`src/rtl/relu_bp_ctrl.sv`:
```
// rtl/relu_bp_ctrl.sv - ReLU-derivative backprop sequencer with 2-entry credit-tracked output buffer
module relu_bp_ctrl #(
  parameter int              BITWIDTH = 12,
  parameter int              BW       = BITWIDTH + 2,
  parameter int              MAX_N    = 64,
  parameter int              AW       = $clog2(MAX_N),
  parameter logic [BW-1:0]   ONE_VAL  = 14'h3FFF
) (
  input  logic          clk,
  input  logic          rst,
  input  logic          start,
  input  logic [AW:0]   len,
  output logic          rd_en,
  output logic [AW-1:0] rd_addr,
  input  logic          rd_sign,
  input  logic [BW-1:0] rd_grad,
  output logic          out_valid,
  input  logic          out_ready,
  output logic [BW-1:0] out_deriv,
  output logic [BW-1:0] out_grad,
  output logic          out_last,
  output logic          busy,
  output logic          done
);

  typedef enum logic [1:0] {
    S_IDLE  = 2'd0,
    S_RUN   = 2'd1,
    S_DRAIN = 2'd2,
    S_FIN   = 2'd3
  } state_t;

  localparam logic [AW:0] MAX_CNT = (AW+1)'(MAX_N);
  localparam logic [AW:0] ONE_CNT = (AW+1)'(1);

  state_t        state_q, state_d;

  // Pass bookkeeping: clamped length, next index to read, index of the read in flight
  logic [AW:0]   len_q;
  logic [AW:0]   rd_idx_q;
  logic [AW:0]   cap_idx_q;
  logic          inflight_q;

  // Two-entry circular output buffer; head_q points at the oldest entry
  logic [BW-1:0] fifo_deriv [2];
  logic [BW-1:0] fifo_grad  [2];
  logic          fifo_last  [2];
  logic          head_q;
  logic [1:0]    occ_q;

  logic [AW:0]   len_clamped;
  logic          pop;
  logic          push;
  logic          wr_ptr;
  logic          last_read;
  logic          cap_last;
  logic [BW-1:0] cap_deriv;

  // Datapath helpers: clamp, handshake, buffer pointers and the read-credit check
  always_comb begin
    len_clamped = (len > MAX_CNT) ? MAX_CNT : len;
    out_valid   = (occ_q != 2'd0);
    pop         = out_valid && out_ready;
    push        = inflight_q;
    wr_ptr      = head_q ^ occ_q[0];
    last_read   = (rd_idx_q == (len_q - ONE_CNT));
    cap_last    = (cap_idx_q == (len_q - ONE_CNT));
    cap_deriv   = rd_sign ? '0 : ONE_VAL;
    // occ + inflight - pop < 2, rearranged so nothing goes negative
    rd_en       = (state_q == S_RUN) &&
                  (({1'b0, occ_q} + {2'b00, inflight_q}) < (3'd2 + {2'b00, pop}));
    rd_addr     = rd_en ? rd_idx_q[AW-1:0] : '0;
    out_deriv   = out_valid ? fifo_deriv[head_q] : '0;
    out_grad    = out_valid ? fifo_grad[head_q]  : '0;
    out_last    = out_valid ? fifo_last[head_q]  : 1'b0;
  end

  // Next-state and status decode
  always_comb begin
    state_d = state_q;
    busy    = (state_q != S_IDLE);
    done    = (state_q == S_FIN);
    case (state_q)
      S_IDLE: begin
        if (start) begin
          state_d = (len_clamped == '0) ? S_FIN : S_RUN;
        end
      end
      S_RUN: begin
        if (rd_en && last_read) begin
          state_d = S_DRAIN;
        end
      end
      S_DRAIN: begin
        if (pop && out_last) begin
          state_d = S_FIN;
        end
      end
      S_FIN: begin
        state_d = S_IDLE;
      end
      default: begin
        state_d = S_IDLE;
      end
    endcase
  end

  // State register, pass length latch and read sequencing
  always_ff @(posedge clk) begin
    if (rst) begin
      state_q    <= S_IDLE;
      len_q      <= '0;
      rd_idx_q   <= '0;
      cap_idx_q  <= '0;
      inflight_q <= 1'b0;
    end else begin
      state_q    <= state_d;
      inflight_q <= rd_en;
      if (state_q == S_IDLE && start) begin
        len_q    <= len_clamped;
        rd_idx_q <= '0;
      end else if (rd_en) begin
        rd_idx_q <= rd_idx_q + ONE_CNT;
      end
      if (rd_en) begin
        cap_idx_q <= rd_idx_q;
      end
    end
  end

  // Output buffer: capture returning read data, retire the head on handshake
  always_ff @(posedge clk) begin
    if (rst) begin
      head_q        <= 1'b0;
      occ_q         <= 2'd0;
      fifo_deriv[0] <= '0;
      fifo_deriv[1] <= '0;
      fifo_grad[0]  <= '0;
      fifo_grad[1]  <= '0;
      fifo_last[0]  <= 1'b0;
      fifo_last[1]  <= 1'b0;
    end else begin
      assert (!(push && !pop && occ_q == 2'd2));
      if (push) begin
        fifo_deriv[wr_ptr] <= cap_deriv;
        fifo_grad[wr_ptr]  <= rd_grad;
        fifo_last[wr_ptr]  <= cap_last;
      end
      if (pop) begin
        head_q <= ~head_q;
      end
      case ({push, pop})
        2'b10:   occ_q <= occ_q + 2'd1;
        2'b01:   occ_q <= occ_q - 2'd1;
        default: occ_q <= occ_q;
      endcase
    end
  end

endmodule

```
`config.mk`:
```
export PLATFORM = sky130hd
export DESIGN_NAME = relu_bp_ctrl
export DESIGN_NICKNAME = d
export VERILOG_FILES = /design/src/rtl/relu_bp_ctrl.sv
export SDC_FILE = /design/constraint.sdc
export NUM_CORES = 1
export LEC_CHECK = 0
export BUFFER_PORTS_ARGS = -buffer_cell sky130_fd_sc_hd__buf_2
export CAP_MARGIN = 40
export CORE_ASPECT_RATIO = 1.2
export CORE_MARGIN = 1
export CORE_UTILIZATION = 45
export DETAILED_ROUTE_END_ITERATION = 6
export PLACE_DENSITY = 0.67
export SKIP_LAST_GASP = 1
export SLEW_MARGIN = 10
export SYNTH_ARGS = -nofsm -noshare
export SYNTH_HDL_FRONTEND = slang
export SYNTH_SLANG_ARGS = --single-unit
export TNS_END_PERCENT = 1
```
`constraint.sdc`:
```
create_clock -name clk -period 2.95 [get_ports clk]
set_clock_uncertainty 0.2 [all_clocks]
set_input_delay 0.59 -clock clk [delete_from_list [all_inputs] [get_ports clk]]
set_output_delay 0.59 -clock clk [all_outputs]
set_load 0.02 [all_outputs]
```
Word-level counts from Yosys, hierarchy flattened:

Memories as Yosys holds them, arrays and structs flattened. A register that Yosys moved wholly into a read port is not among the register bits.
Cells that the tools add are included.

* add/sub/neg operators: 6
* $lt $le $gt $ge: 2
* eq/ne operators: 10
* muxes and demuxes: 32
* bitwise operators: 2
* reduce and logical (&&, ||, !) cells: 15

Operators with widths (count)
* $mux 14: 5
* $reduce_or 14->1: 2
* $mux 1: 19
* $eq 7x7->1: 2
* $mux 2: 4
* $pmux 2 s4: 1
* $add 7x1->7 const B: 1
* $gt 7x7->1 const B: 1
* $logic_not 7->1: 1
* $mux 7: 1
* $sub 7x1->7 const B: 1
* $eq 2x2->1 const B: 3
* $mux 6: 1
* $reduce_bool 2->1: 3
* $logic_and 1x1->1: 5
* $eq 2x1->1 const B: 2
* $ne 2x2->1 const B: 2
* $pmux 2 s2: 1
* $add 2x1->3: 1
* $add 2x1->3 const A: 1
* $lt 3x3->1: 1
* $reduce_and 3->1: 1
* $add 2x1->2 const B: 1
* $logic_not 2->1: 1
* 6 further kinds: 6

* bits in registers: 27
* memory bits (writable): 58
* input port bits: 26
* output and inout port bits: 39
* word-level logic and storage cells: 77
* memories: 3

Memory list
* fifo_deriv: depth 2, bits a word 14, read ports 1, clocked after Yosys merged registers in 1, write ports 2, RTL line 45 `logic [BW-1:0] fifo_deriv [2];`
* fifo_grad: depth 2, bits a word 14, read ports 1, clocked after Yosys merged registers in 1, write ports 2, RTL line 46 `logic [BW-1:0] fifo_grad [2];`
* fifo_last: depth 2, bits a word 1, read ports 1, clocked after Yosys merged registers in 1, write ports 2, RTL line 47 `logic fifo_last [2];`

Longest topological paths before layout:

* word-level depth: 8
* gate-level depth with buffers: 9
* mapped depth without buffers: 8

Least setup slack after synthesis:

OpenSTA, ideal clock, no wires.

* path kind: register -> output
* from: register (tool-made name)
* to: output out_deriv[10]
* data arrival time: 2052 ps
* required time: 2160 ps
* path slack: 108 ps
* cell stages (with the launch flop): 6
* buffers on the path: 3
* cells stage by stage: dfxtp_1 > buf_2 > buf_1 > mux2i_1 > nor2_1 > buf_4

RTL lines
* to (decl): RTL line 19 `output logic [BW-1:0] out_deriv,`

Worst setup path in the final report:

* from: register inflight_q
* to: output rd_addr[0]

* cells in the longest elaborated chain, start to end: 4

Ends and longest elaborated chain
* from (decl): RTL line 42 `logic inflight_q;`
* from (signal assigned): RTL line 118 `inflight_q <= rd_en;`
* $add 2x1->3: RTL line 71 `(({1'b0, occ_q} + {2'b00, inflight_q}) < (3'd2 + {2'b00, pop}));`
* $lt 3x3->1: RTL line 71
* $logic_and 1x1->1: RTL line 70 `rd_en = (state_q == S_RUN) &&`
* $mux 6: RTL line 72 `rd_addr = rd_en ? rd_idx_q[AW-1:0] : '0;`
* to (decl): RTL line 14 `output logic [AW-1:0] rd_addr,`

Every way passes these cells.

==> metrics.md <==
| Metric | Value |
|---|---|
| Top_reg_cell synth | edfxtp_1 |
| Tmin final | 2.70 ns |
| CTS tree | built |
| Clk buf depth | 2 |
| Hold Crit Start | cap_idx_q[6]$_SDFFE_PP0N_ |
| Cell Int Power | 1.90 mW |
| FMAX | 371 MHz |
| Area of the multi-input gates | 1420 sq um |
| Via density | 4.97 |
| Final number of max-transition violations | 0 |
| Outcome | completed |
| Sw Share | 35.5% |
| Synth-to-Final Area Change | 16.6% |
| Slew HR | 61.1% |
| Syn_nets | 350 |
| Pre-Repair DR Iteration Count | 4 |
| Worst slew pin tran | 0.581 ns |
| CP max stage delay | 0.33 ns |
| Core area | 6850 sq um |
| PwrDens | 796 nW/um^2 |
| Static Leak | 1.64 nW |
| Site row count | 33 |
| Switch Pwr | 1.05 mW |
| Hpwl dp | 4340 microns |
| Fin. Hold Viols | 0 |
| Chip width | 78.8 microns |
| Initial Util | 46.4% |
| Total grt overflow | 0 |
| Fillers | 632 |
| Synthesized area per cell | 10.1 sq um |
| Hold Buf Count CTS | 0 |
| Critical R2R Capture | state_q[0]$_SDFFE_PP0P_ |
| CP cell instances | ha_1, ha_1, o21ai_0, nand3b_1, inv_1, nand2_1, inv_1, buf_2 |
| DR DRC count | 0 |
| Die footprint | 7410 sq um |
| Post-CTS setup buffers | 0 |
| Arrival time worst endpoint | 1.91 ns |
| # port buffers | 64 |
| FF/Latch Area | 1520 sq um |
| Hold Path Depth | 2 |
| CP bufs+invs | 3 |
| Reg2reg setup slack | 0.49 ns |
| EDFF count, synth | 32 |
| Clock transition at the registers of the reported paths | 0.07 ns |
| Sequential area share after synthesis | 47.8% |
| Fin Hold WS | 0.274 ns |
| Post-Syn Instances | 314 |
| ANT cells | 0 |
| Final WL | 6010 microns |
| Initial DRC Count | 95 |
| CP Capture Type | output pin |
| Comb pwr share | 36.8% |
| Antenna-violating nets left | 0 |
| RePlAce Congestion | 0.810 |
| Antenna violations before repair | 0 |
| Slowest cell on the critical path | dfxtp_1 |
| RSZ-0062 raised after global routing | no |
| Maximum VDD drop | 0.451 mV |
| IO Pins | 65 |
| Setup TNS | 0 ns |
| Nets | 405 |
| FF-to-FF Start | len_q[0]$_SDFFE_PP0P_ |
| Delay-heaviest family, CP | buffers and inverters |
| Root Buffer | clkbuf_8 |
| Vias post-DR | 2293 |
| WS Path Type | reg2out |
| #FFs+latches synth | 60 |
| Layout cells sized above 1 | 25.7% |
| Yosys Warn Count | 0 |
| Vias in the first global route | 2213 |
| All-layer global routing usage | 18.0% |
| Commonest non-fill, non-tap cells in the layout | buf_2 (64), nor2_1 (35), edfxtp_1 (32) |
| R2R cell count | 8 |
| Post-synthesis async set-or-reset flop share | 0% |
| Tcrit/Tclk final | 91.4% |
| Req. time, crit path | 2.16 ns |
| Setup Viol. Count Final | 0 |
| Post_cts resized | 0 |
| First-pass GRT wire length | 9960 microns |
| Clk Latency, worst-skew pair | 0.33 ns |
| TritonCTS buffer count | 9 |
| Sequential share of power | 36.0% |
| Clock power share | 27.1% |
| Max-capacitance violation count | 0 |
| Worst Hold Class | reg2reg |
| Routed length per instance | 13.0 microns |
| Worst setup SP type | register |
| Largest net degree at the start of global routing | 23 |
| Max FO, Critical Path | 9 |
| Hold Path End | cap_idx_q[6]$_SDFFE_PP0N_ |
| Cell area after synthesis | 3180 sq um |
| DIE HEIGHT | 94.1 microns |
| Unique masters post-synth | 46 |
| Most common cell after layout, fill and taps aside | buf_2 |
| Clk sinks | 60 |
| Htree depth | 3 |
[final cells by class]
type                            count  share of cell area (%)
Clock buffer                       12                    3.91
Timing Repair Buffer               72                    10.3
Sequential cell                    60                    41.0
Multi-Input combinational cell    209                    38.2
Clock inverter                      4                    1.96
Tap cell                           87                    2.94
Inverter                           17                    1.72
[stage by stage]
stage	utilization, %	instances	power (mW)	instance area, sq um	worst slack, ns
global placement	50.9	445	2.17	3490	0.514
detailed placement	50.9	445	2.18	3490	0.476
floorplan	-	314	1.93	3180	0.108
CTS	54.1	461	2.98	3710	0.241
finish	54.1	461	2.95	3710	0.253
global route	54.1	461	3.14	3710	0.106
[logic make-up (layout without fill, tap and decap cells)]
group / Yosys count / after routing / synth area share [%]
buffers and inverters: 45 / 105 / 7.67
multiplexers: 17 / 17 / 5.39
AND/OR/NAND/NOR: 121 / 121 / 20.2
XOR/XNOR: 27 / 27 / 7.90
adder cells (fa/ha/maj): 10 / 10 / 3.93
AO/OA/AOI/OAI: 34 / 34 / 7.08
flip-flops: 60 / 60 / 47.8
[worst max path at each step]
stage | start | end | slack, ns | depth (start not counted)
after floorplan | register | out_deriv[10] | 0.11 | 5
after global placement | out_ready | rd_addr[5] | 0.51 | 8
after detailed placement | out_ready | rd_addr[0] | 0.48 | 8
after CTS | inflight_q$_SDFF_PP0_ | rd_addr[0] | 0.24 | 8
after global routing | inflight_q$_SDFF_PP0_ | rd_addr[0] | 0.11 | 8
final | inflight_q$_SDFF_PP0_ | rd_addr[0] | 0.25 | 8
[flip-flops by register name (all words and copies together) (netlist names), named ones only]
name / cells
rd_idx_q: 7
inflight_q: 1
head_q: 1
cap_idx_q: 7
fifo_grad: 28
fifo_deriv: 2
state_q: 2
fifo_last: 2
occ_q: 2
len_q: 7
[cell usage after synthesis, types with 6 or more instances]
cell	count	area [sq um]
xnor2_1	12	105
and2_1	28	175
nor2_1	35	131
clkbuf_1	7	26.3
nand2_1	23	86.3
o21ai_0	6	30.0
edfxtp_1	32	961
xor2_1	14	123
buf_4	14	105
mux2i_1	16	160
ha_1	10	125
inv_1	17	63.8
a21oi_1	13	65.1
nand3_1	6	30.0
dfxtp_1	28	561
nor3_1	9	45.0
[worst min-delay path, stage by stage (launching register included)]
cell,delay [ns]
dfxtp_1,0.32
nand2_1,0.05
a21oi_1,0.05
[layer usage]
layer / vias up / GRT usage, % / share of wire (%)
met4: 0 / 8.02 / 1.8
met5: - / 0 / 0
met3: 11 / 5.83 / 4.9
li1: 1166 / - / -
met1: 1051 / 20.1 / 45
met2: 65 / 31.1 / 49
[power groups by stage]
stage | clock, mW | combinational [mW] | sequential [mW]
finish | 0.801 | 1.09 | 1.06
global route | 0.855 | 1.21 | 1.08
CTS | 0.816 | 1.10 | 1.07
floorplan | 0 | 0.881 | 1.05
detailed placement | 0 | 1.10 | 1.08
global placement | 0 | 1.09 | 1.08
Note: power is estimated with default switching activity, not from simulation.
